===== config.mk =====
export PLATFORM = sky130hd
export DESIGN_NAME = regm_mp
export DESIGN_NICKNAME = d
export VERILOG_FILES = /design/src/rtl/regm_mp_pkg.sv /design/src/rtl/regm_mp_sb.sv /design/src/rtl/regm_mp.sv
export SDC_FILE = /design/constraint.sdc
export NUM_CORES = 2
export LEC_CHECK = 0
export BUFFER_PORTS_ARGS = -buffer_cell sky130_fd_sc_hd__buf_4
export CAP_MARGIN = 20
export CORE_AREA = 2 2 355 357
export CTS_CLUSTER_DIAMETER = 150
export DETAILED_ROUTE_END_ITERATION = 10
export DIE_AREA = 0 0 357 359
export PLACE_DENSITY_LB_ADDON = 0.08
export SLEW_MARGIN = 5
export SYNTH_ARGS = -nofsm -noshare
export SYNTH_HDL_FRONTEND = slang
export SYNTH_SLANG_ARGS = --single-unit

===== constraint.sdc =====
create_clock -name clk -period 3.7 [get_ports clk]
set_input_delay 0.37 -clock clk [delete_from_list [all_inputs] [get_ports clk]]
set_output_delay 0.37 -clock clk [all_outputs]
set_load 0.02 [all_outputs]

===== src/rtl/regm_mp_pkg.sv =====
// Shared types and default sizing for the multi-port register file (regm_mp).
package regm_mp_pkg;

  typedef enum logic [0:0] {
    INIT = 1'b0,
    RUN  = 1'b1
  } state_t;

  localparam int DEF_DATA_W = 32;
  localparam int DEF_ADDR_W = 5;
  localparam int DEF_NRD    = 2;
  localparam int DEF_NWR    = 2;

endpackage


===== src/rtl/regm_mp_sb.sv =====
// Pending-claim scoreboard: one pend bit per entry. A claim sets the bit
// and a write clears it; when both hit one entry in the same cycle, the claim wins.
module regm_mp_sb
  import regm_mp_pkg::*;
#(
  parameter int ADDR_W = DEF_ADDR_W,
  parameter int NRD    = DEF_NRD,
  parameter int NWR    = DEF_NWR
) (
  input  logic                  clk,
  input  logic                  rst_n,
  input  logic                  run,
  input  logic [NWR-1:0]        wr_act,
  input  logic [NWR*ADDR_W-1:0] wr_addr,
  input  logic                  claim_en,
  input  logic [ADDR_W-1:0]     claim_addr,
  input  logic [NRD*ADDR_W-1:0] rd_addr,
  output logic [NRD-1:0]        rd_pend
);

  localparam int DEPTH = 2**ADDR_W;

  logic [DEPTH-1:0] pend_r;
  logic [DEPTH-1:0] wr_hit_s;
  logic [DEPTH-1:0] claim_hit_s;
  logic             claim_act_s;

  assign claim_act_s = run & claim_en & (claim_addr != '0);

  // Decode this cycle's write and claim targets into per-entry hit vectors.
  always_comb begin
    wr_hit_s    = '0;
    claim_hit_s = '0;
    for (int i = 0; i < NWR; i++) begin
      if (wr_act[i]) begin
        wr_hit_s[wr_addr[i*ADDR_W +: ADDR_W]] = 1'b1;
      end else begin
        wr_hit_s = wr_hit_s;
      end
    end
    if (claim_act_s) begin
      claim_hit_s[claim_addr] = 1'b1;
    end else begin
      claim_hit_s = '0;
    end
  end

  // Pend state update: clear on write, then set on claim so the claim dominates.
  always_ff @(posedge clk or negedge rst_n) begin
    if (!rst_n) begin
      pend_r <= '0;
    end else begin
      pend_r <= (pend_r & ~wr_hit_s) | claim_hit_s;
    end
  end

  // A same-cycle write hides the pend bit unless a same-cycle claim re-marks it.
  always_comb begin
    rd_pend = '0;
    for (int k = 0; k < NRD; k++) begin
      rd_pend[k] = pend_r[rd_addr[k*ADDR_W +: ADDR_W]]
                 & ~(wr_hit_s[rd_addr[k*ADDR_W +: ADDR_W]]
                     & ~claim_hit_s[rd_addr[k*ADDR_W +: ADDR_W]]);
    end
  end

endmodule


===== src/rtl/regm_mp.sv =====
// Multi-port register file with post-reset clear sweep and pending-claim flags.
// Optional macro REGM_MP_BYPASS_EN forwards same-cycle write data to reads.
module regm_mp
  import regm_mp_pkg::*;
#(
  parameter int DATA_W = DEF_DATA_W,
  parameter int ADDR_W = DEF_ADDR_W,
  parameter int NRD    = DEF_NRD,
  parameter int NWR    = DEF_NWR
) (
  input  logic                  clk,
  input  logic                  rst_n,
  input  logic [NRD*ADDR_W-1:0] rd_addr,
  output logic [NRD*DATA_W-1:0] rd_data,
  output logic [NRD-1:0]        rd_pend,
  input  logic [NWR-1:0]        wr_en,
  input  logic [NWR*ADDR_W-1:0] wr_addr,
  input  logic [NWR*DATA_W-1:0] wr_data,
  input  logic                  claim_en,
  input  logic [ADDR_W-1:0]     claim_addr,
  output logic                  init_busy
);

  localparam int         DEPTH   = 2**ADDR_W;
  localparam logic [0:0] ST_INIT = INIT;
  localparam logic [0:0] ST_RUN  = RUN;

  logic [0:0]        state_r;
  logic [ADDR_W-1:0] sweep_cnt_r;
  logic [DATA_W-1:0] mem_r [DEPTH];
  logic              run_s;
  logic [NWR-1:0]    wr_act_s;
  logic [ADDR_W-1:0] wr_addr_a [NWR];
  logic [DATA_W-1:0] wr_data_a [NWR];
  logic [ADDR_W-1:0] rd_addr_a [NRD];

  assign run_s     = rst_n & (state_r == ST_RUN);
  assign init_busy = (state_r == ST_INIT);

  for (genvar i = 0; i < NWR; i++) begin : g_wr
    assign wr_addr_a[i] = wr_addr[i*ADDR_W +: ADDR_W];
    assign wr_data_a[i] = wr_data[i*DATA_W +: DATA_W];
    assign wr_act_s[i]  = run_s & wr_en[i] & (wr_addr_a[i] != '0);
  end

  for (genvar k = 0; k < NRD; k++) begin : g_rd
    assign rd_addr_a[k] = rd_addr[k*ADDR_W +: ADDR_W];
  end

  // INIT -> RUN sequencer; the counter walks every entry exactly once.
  always_ff @(posedge clk or negedge rst_n) begin
    if (!rst_n) begin
      state_r     <= ST_INIT;
      sweep_cnt_r <= '0;
    end else begin
      case (state_r)
        ST_INIT: begin
          sweep_cnt_r <= sweep_cnt_r + ADDR_W'(1);
          state_r     <= (&sweep_cnt_r) ? ST_RUN : ST_INIT;
        end
        ST_RUN: begin
          sweep_cnt_r <= sweep_cnt_r;
          state_r     <= ST_RUN;
        end
        default: begin
          sweep_cnt_r <= '0;
          state_r     <= ST_INIT;
        end
      endcase
    end
  end

  // Storage has no reset so it maps to RAM; later ports overwrite earlier ones.
  always_ff @(posedge clk) begin
    if (state_r == ST_INIT) begin
      mem_r[sweep_cnt_r] <= '0;
    end else begin
      for (int i = 0; i < NWR; i++) begin
        if (wr_act_s[i]) begin
          mem_r[wr_addr_a[i]] <= wr_data_a[i];
        end
      end
    end
  end

  // Combinational read ports; address 0 and the INIT phase always return zero.
  always_comb begin
    rd_data = '0;
    for (int k = 0; k < NRD; k++) begin
      if (run_s && (rd_addr_a[k] != '0)) begin
        rd_data[k*DATA_W +: DATA_W] = mem_r[rd_addr_a[k]];
`ifdef REGM_MP_BYPASS_EN
        for (int i = 0; i < NWR; i++) begin
          if (wr_act_s[i] && (wr_addr_a[i] == rd_addr_a[k])) begin
            rd_data[k*DATA_W +: DATA_W] = wr_data_a[i];
          end else begin
            rd_data[k*DATA_W +: DATA_W] = rd_data[k*DATA_W +: DATA_W];
          end
        end
`endif
      end else begin
        rd_data[k*DATA_W +: DATA_W] = '0;
      end
    end
  end

  regm_mp_sb #(
    .ADDR_W (ADDR_W),
    .NRD    (NRD),
    .NWR    (NWR)
  ) u_sb (
    .clk        (clk),
    .rst_n      (rst_n),
    .run        (run_s),
    .wr_act     (wr_act_s),
    .wr_addr    (wr_addr),
    .claim_en   (claim_en),
    .claim_addr (claim_addr),
    .rd_addr    (rd_addr),
    .rd_pend    (rd_pend)
  );

endmodule


After elaboration in Yosys (flattened, before gate mapping)
Memory sizes are Yosys's and may differ from the RTL's.
Cells that the tools add are included.
- bitwise operators: 20
- add/subtract/negate cells: 1
- reduce and logical (&&, ||, !) cells: 12
- $lt $le $gt $ge: 8
- multiplexer cells: 36
- operators by type and width (operator ; count):
    2-to-1 mux 32 bit ; 6
    OR 32 bit ; 2
    AND 32 bit ; 1
    NOT 32 bit ; 1
    OR reduction 32 bit ; 1
    binary-select mux 1 bit (select 5 bit) ; 6
    less-than comparator 5 x 6 -> 1 bit, second input constant ; 5
    nonzero test 5 bit ; 5
    2-to-1 mux 1 bit ; 18
    demux 1 bit (select 5 bit) ; 3
    greater-or-equal comparator 5 x 1 -> 1 bit, second input constant ; 3
    AND 1 bit ; 11
    2-to-1 mux 5 bit ; 2
    adder 5 x 1 -> 5 bit, second input constant ; 1
    logical AND 1 bit ; 5
    NOT 1 bit ; 5
    AND reduction 5 bit ; 1
    case mux 1 bit (2 select lines) ; 1
- flip-flop bits (word level): 38
- output and inout bits: 67
- memories: 1
- logic and storage cells: 81
- RAM bits: 1024
- input port bits: 94
- memory list (name ; words ; width ; rd ports ; clocked after memory_dff ; write ports ; line ; RTL):
    mem_r ; 32 ; 32 ; 2 ; 0 ; 2 ; regm_mp.sv:30 ; logic [DATA_W-1:0] mem_r [DEPTH];

Depth between registers and ports, before layout
- word-level depth: 12
- depth in mapped cells: 9
- gate-level depth less buffers: 6

By module
A second synthesis with hierarchy kept.
- cell total of the unflattened synthesis: 5646
- area, all modules: 63066.7 µm²
- modules (own cells, without submodules) (module ; area an instance (µm²) ; cells an instance ; times used ; seq. area each (µm²)):
    regm_mp ; 59947.5 ; 5333 ; 1 ; 30899.6
    regm_mp_sb ; 3119.2 ; 313 ; 1 ; 800.8

Worst setup path before layout
No wires, ideal clock.
- path kind: in2reg
- start point: in wr_addr[0]
- end point: mem mem_r[28][0] (netlist name) (enable)
- arrival: 3.720 ns
- data required time: 3.234 ns
- buffers on the path: 1
- setup slack: -0.486 ns
- stages on the path: 6
- cell sequence: nor2_1 -> a21oi_1 -> clkbuf_1 -> o21ai_0 -> nand2_1 -> o21ai_0
- RTL lines (element ; line ; RTL):
    start, declared ; regm_mp.sv:17 ; input logic [NWR*ADDR_W-1:0] wr_addr,
    end, declared ; regm_mp.sv:30 ;

Final worst setup path
- start point: reg state_r
- end point: out rd_pend[0]
- word-level cells in the longest chain between the ends: 11
- elaborated cells between the ends (all ways): 19
- ends and longest elaborated chain (element ; line ; RTL):
    start, declared ; regm_mp.sv:28 ; logic [0:0] state_r;
    start signal, assigned ; regm_mp.sv:59 ; state_r <= (&sweep_cnt_r) ? ST_RUN : ST_INIT;
    AND 1 bit * ; regm_mp.sv:37 ; assign run_s = rst_n & (state_r == ST_RUN);
    AND 1 bit (2 in series) ; regm_mp.sv:43 ; assign wr_act_s[i] = run_s & wr_en[i] & (wr_addr_a[i] != '0);
    2-to-1 mux 32 bit ; regm_mp_sb.sv:35 ; if (wr_act[i]) begin
    OR 32 bit (no source line) ; -- ;
    2-to-1 mux 32 bit ; regm_mp_sb.sv:35 ;
    binary-select mux 1 bit (select 5 bit) ; regm_mp_sb.sv:62 ; & ~(wr_hit_s[rd_addr[k*ADDR_W +: ADDR_W]]
    2-to-1 mux 1 bit (not written as such) ; regm_mp_sb.sv:62 ;
    AND 1 bit * ; regm_mp_sb.sv:63 ; & ~claim_hit_s[rd_addr[k*ADDR_W +: ADDR_W]]);
    NOT 1 bit * ; regm_mp_sb.sv:62 ;
    AND 1 bit * ; regm_mp_sb.sv:62 ;
    end, declared ; regm_mp.sv:15 ; output logic [NRD-1:0] rd_pend,
Mark *: on every way between the ends. The rest lies on a longest branch, timed or not. The select of a mux whose other input is x is not followed.

==> flow_metrics.env <==
export IMPL_worstReg2RegEnd="mem_r[2][10]"
export IMPL_hold_start="claim_addr[1]"
export IMPL_power_total_mw=27.6
export IMPL_cts_root_buffer="clkbuf_16"
export IMPL_critPathMaxFanout=18
export IMPL_grt_pass1_wl_um=331000
export IMPL_wl_per_cell_um=35.1
export IMPL_rsz0062_at_grt="no"
export IMPL_final_util=0.563
export IMPL_instances_no_fill=6697
export IMPL_ff2ff_path_depth=6
export IMPL_final_setup_tns_ps=0
export IMPL_yosys_warnings=0
export IMPL_synth_top_area_share=0.498
export IMPL_start_util=0.495
export IMPL_min_to="u_sb.pend_r[10]"
export IMPL_cts_setup_buffers=0
export IMPL_status="complete, no violations"
export IMPL_rrSetupSlack_ps=750
export IMPL_regArea_sq_mm=0.0317
export IMPL_cp_end_kind="primary output"
export IMPL_die_w_um=357
export IMPL_mostFrequentLayoutCells="1151 x nand2_1, 1024 x edfxtp_1, 1007 x o21ai_0"
export IMPL_place_congestion=0.928
export IMPL_mostFrequentLayoutCell="nand2_1"
export IMPL_multi_input_area_sq_mm=0.0280
export IMPL_portBuffers=160
export IMPL_htreeDepth=3
export IMPL_track_usage=0.367
export IMPL_finalHoldViolations=0
export IMPL_gr_usage_met1=0.500
export IMPL_avgSynthCellArea_sq_um=12.4
export IMPL_drv_cap=0
export IMPL_post_route_period_util=0.991
export IMPL_worst_ep_required_time_ps=3330
export IMPL_async_reset_ff_frac=0.0358
export IMPL_drtIter0Drc=7485
export IMPL_path_class="flip-flop to primary output"
export IMPL_layout_min_cycle_time_ps=3670
export IMPL_hpwl_um=137000
export IMPL_clock_path_buffers=3
export IMPL_ys_flop_type="edfxtp_1"
export IMPL_rows=130
export IMPL_clk_pin_slew_worst_paths_ps=60
export IMPL_synthTopCellsByArea="edfxtp_1 50%, mux4_2 24%, o21ai_0 8.2%"
export IMPL_yosysSeqAreaShare=0.514
export IMPL_grt_ovfl_total=0
export IMPL_place_area_sq_mm=0.0663
export IMPL_whs_ps=53.8
export IMPL_synth_cell_types=72
export IMPL_setup_violations=0
export IMPL_p_per_area_mw_per_mm2=394
export IMPL_routed_wl_um=235000
export IMPL_ys_seq_elements=1062
export IMPL_layout_nets=5037
export IMPL_max_freq_ghz=0.273
export IMPL_cts_tree="done"
export IMPL_worst_slew_pin_transition_ps=1110
export IMPL_via_per_inst=6.86
export IMPL_synth_top_cell_by_area="edfxtp_1"
export IMPL_drive_gt1_frac=0.268
export IMPL_critical_path_startpoint_type="flip-flop"
export IMPL_antenna_found_initial=16
export IMPL_cts_buffers_inserted=117
export IMPL_use_met2=0.557
export IMPL_firstDrtPassIters=6
export IMPL_core_area_sq_mm=0.125
export IMPL_grt_pass1_vias=43551
export IMPL_netlist_instances=4990
export IMPL_cp_arrival_ps=3300
export IMPL_pre_cts_ws_ps=206
export IMPL_io_pins=161
export IMPL_drv_slew=0
export IMPL_route_detailed_drc=0
export IMPL_finClkSkew_ps=26.0
export IMPL_design_area_sq_mm=0.0702
export IMPL_leakage_nw=24.4
export IMPL_clock_latency_ps=760
export IMPL_die_h_um=359
export IMPL_dr_total_vias=45967
export IMPL_hold_class="input port to flip-flop"
export IMPL_hold_path_depth=3
export IMPL_fill_cells=10167
export IMPL_fin_ws_ps=34.4
export IMPL_synth_fp_nets=5086
export IMPL_grt_max_degree=72
export IMPL_synth_edff_count=1024
export IMPL_vdd_ir_drop_worst_uv=356
export IMPL_die_area_sq_mm=0.128
export IMPL_gr_max_usage_layer="met2"
export IMPL_slew_headroom=0.261
export IMPL_drtAntennaViolNets=0
export IMPL_syn_to_final_growth_pct=13.7
export IMPL_grt_use_met3=0.0839
export IMPL_cts_sinks=1062
export IMPL_r2r_start="state_r"
export IMPL_synth_area_sq_mm=0.0617
export IMPL_place_inst=6467
==> repair_timing <==
item,CTS,global route
resized for setup,10,9
hold endpoints to repair,39,0
hold buffers,5,0
endpoints found under the setup margin,6,2
pin swaps,0,0
==> critical path: stages (launching register included) <==
cell      delay [ps]
dfrtp_4          580
and4b_2          370
a32oi_1          550
nor4_1           100
a211oi_1         290
o311ai_2         210
o32ai_2          230
buf_4            210
==> flip-flops by register name, summed over array words and instances, names as in the netlist <==
register	cells
u_sb.pend_r	32
state_r	1
mem_r	1024
sweep_cnt_r	5
==> routing by layer <==
layer  part of all wire  vias to the layer above  routed length [um]
met5            0.00034                        -                  79
li1                   -                    19006                   -
met2               0.46                     3328              108000
met3               0.13                      639               29900
met4              0.055                       12               13000
met1               0.36                    22982               84300
==> cells by family after synthesis <==
logic type                 share of synthesized area
xor gates and xnor gates                     0.00213
DFF                                            0.514
adders and majority gates                   0.000405
and+or+nand+nor                               0.0892
buffers and inverters                         0.0432
AOI/OAI and AO/OA                              0.104
muxes                                          0.247
==> where the power goes <==
part           internal (mW)  switching, mW  leakage [nW]
clock network           6.47           5.17          1.80
registers               13.2         0.0294          11.7
logic                   1.06           1.69          10.9
==> worst max-delay path by stage <==
stage	from	endpoint
finish	state_r	rd_pend[0]
global route	state_r	rd_pend[0]
CTS	state_r	rd_pend[0]
detailed placement	rd_addr[0]	rd_data[3]
global placement	rd_addr[0]	rd_data[3]
floorplan	state_r	mem_r[16][0]
==> Yosys cell counts, drive strengths merged, types with 8 or more instances <==
master  count
a21oi      56
nor3       22
o21ai    1020
a21o       11
nor2b       8
clkbuf    412
mux4      660
buf       191
nand2    1151
o22ai      20
nor2       86
inv        41
o31ai      10
and4b       8
a22oi      13
edfxtp   1024
nand3      18
xnor2      11
mux2i      37
a32o        9
dfrtp      38
==> final cells by class <==
cell class / instances / area share
clock inverters: 76 / 0.00972
inverters: 44 / 0.00250
multi-input cells: 3281 / 0.400
flip-flops and latches: 1062 / 0.452
diodes: 10 / 0.000357
clock buffers: 139 / 0.0432
repair buffers: 435 / 0.0635
well taps: 1650 / 0.0294
Power figures use the tool's default switching activity.
